## src/rtl/mem_arbiter.sv

```systemverilog
// Two-port round-robin arbiter for the shared data-memory port, with bounded locked bursts.
// Port 0 is the core data side; port 1 is a second bus master.

module mem_arbiter_port (
    input  logic clk,
    input  logic rst,
    input  logic gnt,
    input  logic we,
    output logic rvalid
);
    // Memory reads are synchronous, so data for a granted read lands one cycle later.
    always_ff @(posedge clk or posedge rst) begin
        if (rst) rvalid <= 1'b0;
        else     rvalid <= gnt & ~we;
    end
endmodule

module mem_arbiter #(
    parameter int AW        = 32,
    parameter int DW        = 32,
    parameter int MAX_BURST = 4
) (
    input  logic          clk,
    input  logic          rst,
    input  logic          req0,
    input  logic          req1,
    input  logic          lock0,
    input  logic          lock1,
    input  logic          we0,
    input  logic          we1,
    input  logic [AW-1:0] addr0,
    input  logic [AW-1:0] addr1,
    input  logic [DW-1:0] wdata0,
    input  logic [DW-1:0] wdata1,
    output logic          gnt0,
    output logic          gnt1,
    output logic          rvalid0,
    output logic          rvalid1,
    output logic [DW-1:0] rdata,
    output logic          mem_en,
    output logic          mem_we,
    output logic [AW-1:0] mem_addr,
    output logic [DW-1:0] mem_wdata,
    input  logic [DW-1:0] mem_rdata
);
    localparam int NUM_PORTS = 2;
    localparam int BW = $clog2(MAX_BURST + 1);
    localparam logic [BW-1:0] MAXB = BW'(MAX_BURST);

    typedef enum logic [1:0] {OWN_NONE, OWN_P0, OWN_P1} owner_t;

    owner_t  owner, owner_n;
    logic    last, last_n;
    logic [BW-1:0] beats, beats_n, beats_inc;

    logic [NUM_PORTS-1:0]         req, lock, we, gnt, rvalid_v;
    logic [NUM_PORTS-1:0][AW-1:0] addr;
    logic [NUM_PORTS-1:0][DW-1:0] wdata;

    logic gidx, glock, oreq;

    assign req   = {req1, req0};
    assign lock  = {lock1, lock0};
    assign we    = {we1, we0};
    assign addr  = {addr1, addr0};
    assign wdata = {wdata1, wdata0};

    always_ff @(posedge clk or posedge rst) begin
        if (rst) begin
            owner <= OWN_NONE;
            last  <= 1'b1;
            beats <= '0;
        end else begin
            owner <= owner_n;
            last  <= last_n;
            beats <= beats_n;
        end
    end

    // Grant: an owner excludes the other port; otherwise a tie goes to the port not released last.
    always_comb begin
        gnt = '0;
        if (!rst) begin
            case (owner)
                OWN_P0:  gnt[0] = req[0];
                OWN_P1:  gnt[1] = req[1];
                default: begin
                    gnt[0] = req[0] & (~req[1] | last);
                    gnt[1] = req[1] & (~req[0] | ~last);
                end
            endcase
        end
    end

    assign gidx      = gnt[1];
    assign glock     = gnt[1] ? lock[1] : lock[0];
    assign oreq      = gnt[1] ? req[0]  : req[1];
    assign beats_inc = beats + 1'b1;

    always_comb begin
        owner_n = owner;
        last_n  = last;
        beats_n = beats;
        if (|gnt) begin
            // Burst cap only forces a handover when the other port is actually waiting.
            if (!glock || (beats_inc == MAXB && oreq)) begin
                owner_n = OWN_NONE;
                last_n  = gidx;
                beats_n = '0;
            end else begin
                owner_n = gidx ? OWN_P1 : OWN_P0;
                beats_n = (beats_inc == MAXB) ? '0 : beats_inc;
            end
        end else if (owner != OWN_NONE) begin
            owner_n = OWN_NONE;
            last_n  = (owner == OWN_P1);
            beats_n = '0;
        end
    end

    genvar p;
    generate
        for (p = 0; p < NUM_PORTS; p++) begin : g_port
            mem_arbiter_port u_port (
                .clk    (clk),
                .rst    (rst),
                .gnt    (gnt[p]),
                .we     (we[p]),
                .rvalid (rvalid_v[p])
            );
        end
    endgenerate

    assign gnt0      = gnt[0];
    assign gnt1      = gnt[1];
    assign rvalid0   = rvalid_v[0];
    assign rvalid1   = rvalid_v[1];
    assign rdata     = mem_rdata;
    assign mem_en    = |gnt;
    assign mem_we    = |(gnt & we);
    assign mem_addr  = gnt[1] ? addr[1]  : (gnt[0] ? addr[0]  : '0);
    assign mem_wdata = gnt[1] ? wdata[1] : (gnt[0] ? wdata[0] : '0);

endmodule

```

## config.mk

```make
export PLATFORM = sky130hd
export DESIGN_NAME = mem_arbiter
export DESIGN_NICKNAME = d
export VERILOG_FILES = /design/src/rtl/mem_arbiter.sv
export SDC_FILE = /design/constraint.sdc
export NUM_CORES = 1
export LEC_CHECK = 0
export BUFFER_PORTS_ARGS = -buffer_cell sky130_fd_sc_hd__buf_2
export CORE_AREA = 5 5 103 105
export DETAILED_ROUTE_END_ITERATION = 6
export DIE_AREA = 0 0 108 110
export SYNTH_ARGS = -nofsm -noshare
export SYNTH_HDL_FRONTEND = slang
export SYNTH_SLANG_ARGS = --single-unit
```

## constraint.sdc

```tcl
create_clock -name clk -period 3.3 [get_ports clk]
set_input_delay 0.99 -clock clk [delete_from_list [all_inputs] [get_ports clk]]
set_output_delay 0.99 -clock clk [all_outputs]
set_load 0.02 [all_outputs]
```

Word-level counts from Yosys, hierarchy flattened
Cells that the tools add are included.
{"block": "classes", "n_addsub": 1, "eq_ne": 4, "muxes": 20, "bitwise_logic": 12, "reduce_logical": 8}
{"op": "32-bit two-way mux", "count": 4}
{"op": "3-bit two-way mux", "count": 4}
{"op": "2-bit two-way mux", "count": 5}
{"op": "1-bit two-way mux", "count": 5}
{"op": "1-bit inverter", "count": 5}
{"op": "1-bit AND", "count": 4}
{"op": "1-bit case mux with 2 select lines", "count": 2}
{"op": "2-bit nonzero test", "count": 2}
{"op": "2-bit OR reduction", "count": 2}
{"op": "3-bit by 1-bit adder with 3-bit output (second input constant)", "count": 1}
{"op": "3-bit == test (second input constant)", "count": 1}
{"op": "2-bit AND", "count": 1}
{"op": "2-bit by 1-bit == test with 1-bit output (second input constant)", "count": 1}
{"op": "2-bit == test (second input constant)", "count": 1}
{"op": "2-bit by 1-bit inequality test with 1-bit output (second input constant)", "count": 1}
{"op": "1-bit OR", "count": 2}
{"op": "2-bit AND reduction", "count": 1}
{"op": "1-bit logical AND", "count": 1}
{"op": "1-bit zero test", "count": 1}
{"op": "1-bit logical OR", "count": 1}
{"block": "word_totals", "register_bits": 8, "inputBits": 168, "out_inout_bits": 102, "wordCells": 50}

Depth between registers and ports, before layout
{"block": "logic_depth", "depth_word": 10, "depth_mapped": 8, "depth_no_buf": 8}

By module
From an unflattened synthesis, not the netlist that was laid out.
{"block": "hier_totals", "cells_unflattened": 165, "area_unflattened_um2": 1450.1}
{"mod": "mem_arbiter", "n_inst": 1, "cells_per_inst": 159, "area_each_um2": 1365.1, "seq_area_each_um2": 151.4}
{"mod": "mem_arbiter_port", "n_inst": 2, "cells_per_inst": 3, "area_each_um2": 42.5, "seq_area_each_um2": 25.0}

Least setup slack after synthesis
OpenSTA, ideal clock, no wires.
{"block": "synth_path", "path_kind": "input to output", "startpoint": "input port req1", "endpoint": "output port mem_wdata[16]", "arrival_ps": 2145, "t_required_ps": 2310, "setup_slack_ps": 165, "cell_stages": 5, "path_buffers": 2, "path_cell_list": "nor2b_1 and3_1 buf_2 buf_1 a22o_1"}
{"block": "synth_between", "elab_chain_cells": 7, "elab_cells_between_ends": 9}
{"item": "start, declared", "line": "26", "text": "input logic req1,"}
{"item": "1-bit inverter", "line": "88", "text": "gnt[0] = req[0] & (~req[1] | last);"}
{"item": "1-bit OR", "line": "88"}
{"item": "1-bit AND", "line": "88"}
{"item": "1-bit case mux with 2 select lines", "line": "84", "text": "case (owner)"}
{"item": "2-bit two-way mux *", "line": "83", "text": "if (!rst) begin"}
{"item": "32-bit two-way mux", "line": "142", "text": "assign mem_wdata = gnt[1] ? wdata[1] : (gnt[0] ? wdata[0] : '0);"}
{"item": "32-bit two-way mux *", "line": "142"}
{"item": "end, declared", "line": "43", "text": "output logic [DW-1:0] mem_wdata,"}
Every way passes the cells marked *; elsewhere a longest branch is shown, timed or not.

Worst setup path after layout
{"block": "layout_path", "startpoint": "input port req1", "endpoint": "output port mem_addr[4]"}
{"block": "layout_between", "elab_chain_cells": 7, "elab_cells_between_ends": 9}
{"item": "1-bit inverter", "line": "88"}
{"item": "1-bit OR", "line": "88"}
{"item": "1-bit AND", "line": "88"}
{"item": "1-bit case mux with 2 select lines", "line": "84"}
{"item": "2-bit two-way mux *", "line": "83"}
{"item": "32-bit two-way mux", "line": "141", "text": "assign mem_addr = gnt[1] ? addr[1] : (gnt[0] ? addr[0] : '0);"}
{"item": "32-bit two-way mux *", "line": "141"}
{"item": "end, declared", "line": "42", "text": "output logic [AW-1:0] mem_addr,"}
Marked as above.

==> flow_summary.toml <==
[die]
fp.dieW_um = 108
die_h_um = 110
dieArea_um2 = 11900
start_util_pct = 14.8
ios = 270
rows = 36
core-area_um2 = 9550

[hold_path]
hold-path-cell-count = 2
hp-class = "register to register"
whs_endpoint = "last$_DFFE_PP1P_"
hp-start = "last$_DFFE_PP1P_"

[synthesis]
synth_seq_cells = 8
async_flop_share_pct = 100
synth.avg_cell_area_um2 = 8.61
synth_area_leader_cell = "a22o_1"
yosysMostFrequentCell = "a22o_1"
netlist_top_cells_count = "65 x a22o_1, 32 x buf_4, 9 x buf_2"
syn-num-nets = 337
synth_area_leaders = "a22o_1 40%, buf_4 17%, dfrtp_1 12%"
synth_edf_count = 0
syn_area_um2 = 1410
ys_types = 31
synth_top_area_share_pct = 40.3
ys_warn_count = 0
syn_inst = 164
ys_seq_area_share_pct = 14.3
dominantRegCellSynth = "dfrtp_1"

[cells_and_area]
multi_input_area_um2 = 886
fillCellCount = 1065
drive_gt1_share_pct = 67.3
fin_nets = 513
regArea_um2 = 201
fin_cells = 472
utilization_pct = 26.5
syn_to_final_growth_pct = 79.5
diodes = 0

[timing]
maxClockFrequency_mhz = 305
setup_viol = 0
fin_worst_skew_ns = 0.00276
min_period_ns = 3.27
slew_headroom_pct = 70.5
worstMarginPinSlew_ns = 0.439
fin_crit_sh_pct = 99.2
slew_viol_final = 0
hold_viol = 0

[clocking]
cts_buffers = 3
cts_max_path_buffers = 2
root_buffer = "clkbuf_8"
path_clk_slew_ns = 0.04
htreeDepth = 1
cts_tree = "yes"
clock-sinks = 8
cts_hold_buf = 0
insertion_delay_ns = 0.23

[global_route]
grt_overflow = 0
met2_usage_pct = 16.7
grt_pass1_wl_um = 9450
antenna_found_initial = 0
grt_pass1_vias = 1859
met1_usage_pct = 12.6
busiest_layer = "met2"
grt_util_met3_pct = 2.27
grt_start_max_net_pins = 48
grt_util_all_layers_pct = 9.92

[worst_setup_path]
crit_path_start_kind = "input pin"
critPathCaptureType = "output pin"
path_cells = "buf_2 -> or3b_4 -> nand4_4 -> nor2_4 -> buf_12 -> buf_12 -> a22o_1 -> buf_4"
cpMaxStageDelayCell = "or3b_4"
arrival_ns = 2.28
cp_num_cells = 8
r2r-start = "owner[0]$_DFFE_PP0P_"
r2r_cells = 9
max_stage_delay_ns = 0.39
worst-path-buf-inv = 4
crit_fanout = 11
reg2reg_slack_ns = 0.89
critPathKind = "input pin to output pin"
crit_family = "buffers and inverters"
cp_common_cell = "buf_12"
r2r-end = "last$_DFFE_PP1P_"
cp.required_ns = 2.31

[placed_design]
dp.cells = 463
numPortBuffers = 205
hpwl_um = 6140
gp_congestion = 0.760

[routing]
drc = 0
dr.pass1.iters = 4
via_per_inst = 4.26
routed_wl_um = 7660
wl_per_cell_um = 16.2
via_count = 2013
first_iter_violations = 109
ant_nets = 0

[run]
max-cap-violations = 0

[power]
p_leak_nw = 1.48
ir_drop_mv = 0.291
power.density_nw_per_um2 = 670

[status]
status = "finished clean"
[stage by stage]
step	setup TNS (ns)	cell area (um2)	hold WS [ns]	total power [mW]	worst slack (ns)
2_1_floorplan	0	1410	0.450	1.09	0.165
3_3_place_gp	0	2390	0.465	1.46	0.0682
3_5_place_dp	0	2390	0.468	1.48	0.0507
4_1_cts	0	2440	0.473	1.62	0.0317
5_1_grt	-0.208	2530	0.512	1.82	-0.0148
6_report	0	2530	0.475	1.70	0.0251
[sequential cells by signal (all words and copies together), names as in the netlist]
| name | flops |
|---|---|
| beats | 3 |
| last | 1 |
| g_port.u_port.rvalid | 2 |
| owner | 2 |
[worst min-delay path, delay by kind of cell, from the launching register on]
| kind | cells | cell delay [ns] |
|---|---|---|
| mux | 1 | 0.05 |
| flops | 1 | 0.37 |
| buf+inv | 1 | 0.04 |
[area by class of cell]
type	count	share of cell area [%]
Inverter	7	1.14
Timing Repair Buffer	217	47.6
Sequential cell	8	7.95
Tap cell	133	6.56
Clock buffer	4	1.78
Multi-Input combinational cell	103	34.9
[layer usage]
layer / part of all wire (%) / up-vias
li1: - / 955
met1: 40 / 923
met2: 50 / 119
met3: 8.5 / 16
met4: 1.3 / 0
met5: 0 / -
[worst max path at each step]
stage                         start            end  slack, ns
3_5_place_dp                   req1    mem_addr[4]       0.05
4_1_cts        owner[0]$_DFFE_PP0P_    mem_addr[4]       0.03
2_1_floorplan                  req1  mem_wdata[16]       0.16
3_3_place_gp                   req1    mem_addr[4]       0.07
5_1_grt        owner[0]$_DFFE_PP0P_    mem_addr[6]      -0.01
6_report                       req1    mem_addr[4]       0.03
[cells in the final DEF (no fill, tap or decap), types with 2 or more instances in the layout]
master	instances
buf_12	4
ha_1	5
nor2b_1	2
a32o_1	2
nor2_1	2
o21ai_1	2
dfrtp_1	7
a22o_1	65
a21oi_1	4
inv_1	6
nand2b_1	4
nand2_1	2
clkbuf_16	2
clkbuf_8	3
buf_4	6
buf_2	204
nand3_1	2
[report_power, final]
part           total, mW  switching [mW]  internal (mW)
sequential         0.160          0.0259          0.134
combinational       1.41           0.800          0.613
clock              0.127          0.0425         0.0841
[cell families after synthesis]
| logic type | Yosys count | share of synthesized area [%] |
|---|---|---|
| DFF | 8 | 14.3 |
| adders and majority gates | 5 | 4.43 |
| xor gates and xnor gates | 1 | 0.620 |
| muxes | 1 | 0.709 |
| buffers and inverters | 53 | 23.6 |
| AOI/OAI and AO/OA | 75 | 45.3 |
| and+or+nand+nor | 21 | 11.2 |
[repair_timing]
action                     CTS  global route
gates resized for setup      0             3
buffers inserted             0             2
setup endpoints to repair    0            44
Note: power is estimated with default switching activity, not from simulation.
